`config.mk`:
```
export PLATFORM = sky130hd
export DESIGN_NAME = alu_exec_sequencer
export DESIGN_NICKNAME = d
export VERILOG_FILES = /design/src/rtl/alu_exec_sequencer.sv
export SDC_FILE = /design/constraint.sdc
export NUM_CORES = 1
export LEC_CHECK = 0
export ABC_CLOCK_PERIOD_IN_PS = 6800
export CAP_MARGIN = 20
export CORE_AREA = 2 2 186 188
export DETAILED_ROUTE_END_ITERATION = 8
export DIE_AREA = 0 0 188 190
export GPL_ROUTABILITY_DRIVEN = 0
export PLACE_DENSITY = 0.61
export SLEW_MARGIN = 0
export SYNTH_ARGS = -nofsm -noshare
export SYNTH_HDL_FRONTEND = slang
export SYNTH_SLANG_ARGS = --single-unit
```
`constraint.sdc`:
```
create_clock -name clk -period 6.8 [get_ports clk]
set_input_delay 0.68 -clock clk [delete_from_list [all_inputs] [get_ports clk]]
set_output_delay 0.68 -clock clk [all_outputs]
set_load 0.03 [all_outputs]
```
`src/rtl/alu_exec_sequencer.sv`:
```
// rtl/alu_exec_sequencer.sv - sequences one RV64 integer op through reg_file and alu
module alu_exec_sequencer #(
    parameter int ALU_TIMEOUT = 4,
    parameter int CNT_W       = 32
) (
    input  logic             clk,
    input  logic             reset,
    input  logic             instr_valid,
    output logic             instr_ready,
    input  logic [31:0]      instruction,
    output logic [4:0]       rf_rs1,
    output logic [4:0]       rf_rs2,
    input  logic [63:0]      rf_rs1_val,
    input  logic [63:0]      rf_rs2_val,
    output logic             rf_write_sig,
    output logic [4:0]       rf_write_reg,
    output logic [63:0]      rf_write_val,
    output logic [7:0]       alu_opcode,
    output logic [63:0]      alu_value1,
    output logic [63:0]      alu_value2,
    output logic [1:0]       alu_doALU,
    input  logic [63:0]      alu_result,
    input  logic [1:0]       alu_ready,
    output logic             done,
    output logic             illegal,
    output logic             err,
    output logic [CNT_W-1:0] retire_count
);

    localparam logic [7:0] OP_ADD = 8'd0;
    localparam logic [7:0] OP_SUB = 8'd1;
    localparam logic [7:0] OP_MUL = 8'd2;
    localparam logic [7:0] OP_DIV = 8'd3;
    localparam logic [7:0] OP_XOR = 8'd4;
    localparam logic [7:0] OP_AND = 8'd5;
    localparam logic [7:0] OP_OR  = 8'd6;
    localparam logic [7:0] OP_REM = 8'd7;

    // Last WAIT cycle index before the ALU is declared hung
    localparam logic [7:0] TMO_LAST = 8'(ALU_TIMEOUT - 1);

    typedef enum logic [2:0] {
        S_IDLE, S_READ, S_OPER, S_WAIT, S_WB, S_ILL
    } state_t;

    state_t      r_state;
    logic        r_is_imm;
    logic [11:0] r_imm;
    logic [7:0]  r_wait_cnt;

    logic        w_legal;
    logic        w_is_imm;
    logic [7:0]  w_opcode;
    logic [9:0]  w_f7f3;
    logic [63:0] w_value2;
    logic        w_div0;

    assign w_f7f3 = {instruction[31:25], instruction[14:12]};

    // Decode the incoming word into an ALU opcode and a legality flag
    always_comb begin
        w_legal  = 1'b0;
        w_is_imm = 1'b0;
        w_opcode = OP_ADD;
        case (instruction[6:0])
            7'b0110011: begin
                w_legal = 1'b1;
                case (w_f7f3)
                    10'b0000000_000: w_opcode = OP_ADD;
                    10'b0100000_000: w_opcode = OP_SUB;
                    10'b0000001_000: w_opcode = OP_MUL;
                    10'b0000001_100: w_opcode = OP_DIV;
                    10'b0000001_110: w_opcode = OP_REM;
                    10'b0000000_100: w_opcode = OP_XOR;
                    10'b0000000_110: w_opcode = OP_OR;
                    10'b0000000_111: w_opcode = OP_AND;
                    default:         w_legal  = 1'b0;
                endcase
            end
            7'b0010011: begin
                w_legal  = 1'b1;
                w_is_imm = 1'b1;
                case (instruction[14:12])
                    3'b000:  w_opcode = OP_ADD;
                    3'b100:  w_opcode = OP_XOR;
                    3'b110:  w_opcode = OP_OR;
                    3'b111:  w_opcode = OP_AND;
                    default: w_legal  = 1'b0;
                endcase
            end
            default: w_legal = 1'b0;
        endcase
    end

    // Operand 2 selection and the divide-by-zero bypass, both only meaningful in OPER,
    // where the registered reg_file data has just arrived
    assign w_value2 = r_is_imm ? {{52{r_imm[11]}}, r_imm} : rf_rs2_val;
    assign w_div0   = ((alu_opcode == OP_DIV) || (alu_opcode == OP_REM)) && (w_value2 == 64'd0);

    assign instr_ready = (r_state == S_IDLE);
    assign alu_value1  = (r_state == S_OPER) ? rf_rs1_val : 64'd0;
    assign alu_value2  = (r_state == S_OPER) ? w_value2 : 64'd0;
    assign alu_doALU   = ((r_state == S_OPER) && !w_div0) ? 2'h1 : 2'h0;

    // Controller FSM with registered pulses, latched addresses and retire counter
    always_ff @(posedge clk or posedge reset) begin
        if (reset) begin
            r_state      <= S_IDLE;
            r_is_imm     <= 1'b0;
            r_imm        <= 12'd0;
            r_wait_cnt   <= 8'd0;
            rf_rs1       <= 5'd0;
            rf_rs2       <= 5'd0;
            rf_write_sig <= 1'b0;
            rf_write_reg <= 5'd0;
            rf_write_val <= 64'd0;
            alu_opcode   <= 8'd0;
            done         <= 1'b0;
            illegal      <= 1'b0;
            err          <= 1'b0;
            retire_count <= '0;
        end else begin
            rf_write_sig <= 1'b0;
            done         <= 1'b0;
            illegal      <= 1'b0;
            err          <= 1'b0;
            case (r_state)
                S_IDLE: begin
                    if (instr_valid) begin
                        rf_rs1       <= instruction[19:15];
                        rf_rs2       <= instruction[24:20];
                        rf_write_reg <= instruction[11:7];
                        r_imm        <= instruction[31:20];
                        r_is_imm     <= w_is_imm;
                        alu_opcode   <= w_opcode;
                        if (w_legal) begin
                            r_state <= S_READ;
                        end else begin
                            r_state <= S_ILL;
                            illegal <= 1'b1;
                        end
                    end
                end
                S_READ: begin
                    r_wait_cnt <= 8'd0;
                    r_state    <= S_OPER;
                end
                S_OPER: begin
                    if (w_div0) begin
                        rf_write_val <= (alu_opcode == OP_DIV) ? {64{1'b1}} : rf_rs1_val;
                        rf_write_sig <= 1'b1;
                        done         <= 1'b1;
                        retire_count <= retire_count + 1'b1;
                        r_state      <= S_WB;
                    end else begin
                        r_state <= S_WAIT;
                    end
                end
                S_WAIT: begin
                    if (alu_ready == 2'h1) begin
                        rf_write_val <= alu_result;
                        rf_write_sig <= 1'b1;
                        done         <= 1'b1;
                        retire_count <= retire_count + 1'b1;
                        r_state      <= S_WB;
                    end else if (r_wait_cnt == TMO_LAST) begin
                        err     <= 1'b1;
                        r_state <= S_IDLE;
                    end else begin
                        r_wait_cnt <= r_wait_cnt + 8'd1;
                    end
                end
                S_WB:    r_state <= S_IDLE;
                S_ILL:   r_state <= S_IDLE;
                default: r_state <= S_IDLE;
            endcase
        end
    end

endmodule

```
* After elaboration in Yosys (flattened, before gate mapping)
Cells that the tools add are included.
** Operators by class
- $add $sub $neg :: 2
- Equal/unequal tests :: 25
- Multiplexer cells :: 36
- Reduce and logical (&&, ||, !) cells :: 16
** Operator list (number)
- 64-bit 2-to-1 mux :: 6
- 64-bit case mux with 2 select lines :: 1
- 64-bit logical NOT :: 1
- 32-bit 2-to-1 mux :: 2
- 32-bit case mux with 2 select lines :: 1
- 32-bit by 1-bit adder with 32-bit output, second input constant :: 1
- 10-bit by 3-bit == test with 1-bit output, second input constant :: 3
- 10-bit by 4-bit == test with 1-bit output, second input constant :: 3
- 3-bit case mux with 7 select lines :: 1
- 8-bit by 2-bit == test with 1-bit output, second input constant :: 2
- 8-bit 2-to-1 mux :: 2
- 8-bit case mux with 2 select lines :: 1
- 3-bit 2-to-1 mux :: 5
- 1-bit 2-to-1 mux :: 12
- 3-bit case mux with 4 select lines :: 1
- 10-bit by 9-bit == test with 1-bit output, second input constant :: 1
- 10-bit logical NOT :: 1
- 2-bit != test, second input constant :: 5
- 3-bit == test, second input constant :: 3
- 3-bit case mux with 3 select lines :: 1
- 8-bit by 1-bit adder with 8-bit output, second input constant :: 1
- 8-bit by 3-bit == test with 1-bit output, second input constant :: 1
- 8-bit OR reduction :: 1
- 7-bit by 5-bit == test with 1-bit output, second input constant :: 1
- other kinds (15) :: 22
** Word-level totals
- Register bits after elaboration :: 146
- Bits of input ports :: 229
- Output and inout bits :: 254
- Logic and storage cells :: 92

* Logic depth before layout (Yosys ltp)
- Word-level depth :: 7
- Depth in mapped cells :: 11
- Depth with buffers taken out :: 8

* Worst setup path after synthesis
No wires, ideal clock.
- Path type :: in2out
- Start :: input rf_rs2_val[0]
- End :: output alu_doALU[0]
- Arrival :: 2.198 ns
- Required time :: 6.120 ns
- Path slack :: 3.922 ns
- Cell stages on the path :: 6
- Path buffers :: 0
- Cells stage by stage :: or4_1 o32a_1 nor4_1 o2111ai_1 o21bai_1 inv_1
** Between the ends
- Word-level cells in the longest chain between the ends :: 6
** Ends and longest elaborated chain
- start, declared :: line 14 : input logic [63:0] rf_rs2_val,
- 64-bit 2-to-1 mux :: line 97 : assign w_value2 = r_is_imm ? {{52{r_imm[11]}}, r_imm} : rf_rs2_val;
- 64-bit logical NOT :: line 98 : assign w_div0 = ((alu_opcode == OP_DIV) || (alu_opcode == OP_REM)) && (w_value2 == 64'd0);
- 1-bit logical AND :: line 98
- 1-bit logical NOT :: line 103 : assign alu_doALU = ((r_state == S_OPER) && !w_div0) ? 2'h1 : 2'h0;
- 1-bit logical AND :: line 103
- 1-bit 2-to-1 mux :: line 103
- end, declared :: line 21 : output logic [1:0] alu_doALU,
Every way passes these cells.

* Worst setup path in the final report
Ends and elaborated chain as after synthesis.

==> qor.yml <==
hpwl_mm: 23.60
cp_max_fo: 3
fp.dieH_um: 190
worstHoldStart: "retire_count[31]"
grt_pass1_vias: 8238
drt_iter0_drc: 362
drive_above_1_share: 0.05796
wl_per_cell_um: 18.05
core-area_mm2: 0.03395
synth_seq_cells: 136
internal_power_mw: 2.815
p_per_area_mw_per_mm2: 385.8
cp.required_ns: 6.12
min-delay-path-class: "flop to flop"
peakVddDrop_uv: 198.1
cts_buffers: 17
cp_cell_sequence: "clkdlybuf4s50_1, or4_1, o32a_1, nor4_1, o2111ai_1, o21bai_1, inv_1, clkdlybuf4s50_1"
tritoncts: "built"
worst_slew_pin_slew_ns: 0.9820
nets: 1512
drt_first_pass_iters: 4
path_common_cell: "clkdlybuf4s50_1"
clock-skew-final_ns: 0.01338
min_period_ns: 4.319
die_w_um: 188
syn_inst: 848
avgSynthCellArea_um2: 9.229
dpl-instance-area_mm2: 0.01290
fin_ws_ns: 2.481
p_comb_frac: 0.580
ys_seq_area_frac: 0.4349
max_freq_mhz: 231.5
routed_wl_mm: 31.57
fin_tns_setup_ns: 0
areaGrowthSynthToFinish_pct: 72.23
rows: 68
largest_reg_flops: 64
netSwitchingFraction: 0.4587
top_regs: "rf_write_val x64, retire_count x32"
dieArea_mm2: 0.03572
io_pins: 483
top_register: "rf_write_val"
r2r_start: "r_is_imm"
status: "finished clean"
clkPwrFrac: 0.175
grt_antenna_before_repair: 0
fin_crit_sh: 0.6351
crit_path_end_kind: "output pin"
maxSlewViolCount: 0
clockRootBuffer: "clkbuf_16"
crit_type: "primary input to output pin"
rsz0062_at_grt: "no"
max-cap-violations: 0
drtAntennaViolNets: 0
grt_usage: 0.1709
crit_start: "rf_rs2_val[0]"
post-place-ws_ns: 2.023
synthFlopType: "dfrtp_1"
post-route-cell-area_mm2: 0.01348
port_buffers: 476
post_cts_buffers: 0
cts.sinks: 136
postCtsHoldBufs: 0
clk_latency_ns: 0.42
hold_violations: 0
cp_slowest_cell: "clkdlybuf4s50_1"
synth_warnings: 0
route.detailed.drc: 0
critPathMaxStageDelay_ns: 0.63
vias_per_cell: 4.623
post_cts_resized: 0
synth_cell_types: 49
leakage_nw: 5.641
start_util: 0.2305
total_power_mw: 5.200
cts.clk_slew.worst_paths_ns: 0.06
start_kind: "primary input"
clock_path_buffers: 2
hold_ws_ns: 0.4799
grt_pass1_wl_mm: 47.42
synth_area_mm2: 0.007826
n_antenna_cell: 0
grt_max_degree: 73
p_seq_frac: 0.244
vias: 8085
synthArstFlopShare: 1.000
cts-htree-levels: 4
critPathArrivalTime_ns: 3.64
p_switching_mw: 2.385
max_slew_margin: 0.3439
grt_remaining_overflow: 0
setup_viol: 0
synth_edf_count: 0
[power by group through the flow]
| stage | sequential [mW] | combinational [mW] | clock [mW] |
|---|---|---|---|
| finish | 1.27 | 3.02 | 0.912 |
| global route | 1.31 | 3.18 | 0.986 |
| CTS | 1.28 | 3.05 | 0.944 |
| detailed placement | 1.29 | 3.04 | 0 |
| global placement | 1.28 | 3.03 | 0 |
| floorplan | 1.69 | 1.29 | 0 |
[metal layers]
| metal | part of all wire | wire [um] | global-route usage |
|---|---|---|---|
| met1 | 0.42 | 13320 | 0.2040 |
| met2 | 0.51 | 15980 | 0.3060 |
| met3 | 0.051 | 1610 | 0.03689 |
| met4 | 0.021 | 655 | 0.05330 |
| met5 | 0 | 0 | 0 |
[cells by family (layout without fill, tap and decap cells)]
kind of cell	after synthesis	count (layout)	synth area share
AND/OR/NAND/NOR	247	247	0.1648
AO/OA/AOI/OAI	175	175	0.1377
buffers and inverters	150	591	0.08569
flip-flops	136	136	0.4349
multiplexers	100	100	0.1319
XOR/XNOR	37	37	0.04141
adder cells (fa/ha/maj)	2	2	0.003197
other	1	6	0.0004792
[placed cells by master, fill, tap and decap left out, types with 12 or more instances in the layout]
cell / instances
o22ai_1: 65
mux2i_1: 75
clkdlybuf4s50_1: 476
a21oi_1: 56
nor3_1: 13
nand3_1: 13
buf_4: 12
mux2_2: 24
o21ai_0: 16
clkbuf_16: 17
nor2_1: 28
dfrtp_1: 135
xnor2_1: 32
inv_1: 68
o2111ai_1: 12
and3_1: 74
nand2_1: 71
nor4_1: 15
[path summary, 6_finish.rpt]
check / to / depth (start not counted) / slack (ns)
worst max-delay path: alu_doALU[0] / 8 / 2.48
worst min register to register: retire_count[31] / 1 / 0.48
min in group asynchronous: rf_write_val[46] / 2 / 0.75
worst max register to register: rf_write_val[2] / 11 / 2.86
max in group asynchronous: rf_write_val[61] / 3 / 4.68
worst min-delay path: retire_count[31] / 1 / 0.48
[per-stage QoR]
stage / utilization / instances
final: 0.3971 / 1749
after global routing: 0.3971 / 1749
after CTS: 0.3966 / 1748
after detailed placement: 0.3800 / 1716
after global placement: 0.3800 / 1716
after floorplan: - / 853
[Yosys cell counts (2+ instances only)]
| cell type | instances | area [um^2] |
|---|---|---|
| nand4_1 | 5 | 31.28 |
| buf_2 | 2 | 10.01 |
| and3_1 | 74 | 462.9 |
| buf_1 | 4 | 15.01 |
| ha_1 | 2 | 25.02 |
| or3_1 | 2 | 12.51 |
| dfrtp_1 | 136 | 3403 |
| or4_1 | 4 | 30.03 |
| o32a_1 | 3 | 30.03 |
| a21oi_1 | 56 | 280.3 |
| nand2_1 | 72 | 270.3 |
| buf_8 | 4 | 60.06 |
| nor3b_1 | 2 | 15.01 |
| and2_1 | 3 | 18.77 |
| o22ai_1 | 65 | 406.6 |
| nand3_1 | 13 | 65.06 |
| a211oi_1 | 3 | 22.52 |
| and4_1 | 4 | 35.03 |
| o2111ai_1 | 12 | 105.1 |
| clkbuf_1 | 55 | 206.5 |
| nor4_1 | 15 | 93.84 |
| nor4b_1 | 2 | 17.52 |
| buf_4 | 14 | 105.1 |
| nor3_1 | 13 | 65.06 |
| o21bai_1 | 3 | 22.52 |
| o21ai_0 | 16 | 80.08 |
| nor2b_1 | 5 | 31.28 |
| xnor2_1 | 32 | 280.3 |
| inv_1 | 69 | 259.0 |
| o211ai_1 | 10 | 75.07 |
| mux2_2 | 24 | 270.3 |
| xor2_1 | 5 | 43.79 |
| mux2i_1 | 75 | 750.7 |
| nor2_1 | 29 | 108.9 |
[worst max-delay path, delay by kind of cell]
kind | cells | cell delay [ns]
buf+inv | 3 | 1.14
simple gates | 2 | 0.94
compound gates | 3 | 0.86
[area by class of cell]
cell class,count,area (um^2)
clock buffer,20,446.7
clock inverter,12,117.6
fill,3349,20470
inverter,70,270.3
multi-input combinational,567,3801
sequential,136,3405
tap,455,569.3
timing repair buffer,489,4870
No activity file was read; power rests on OpenSTA's default activity.
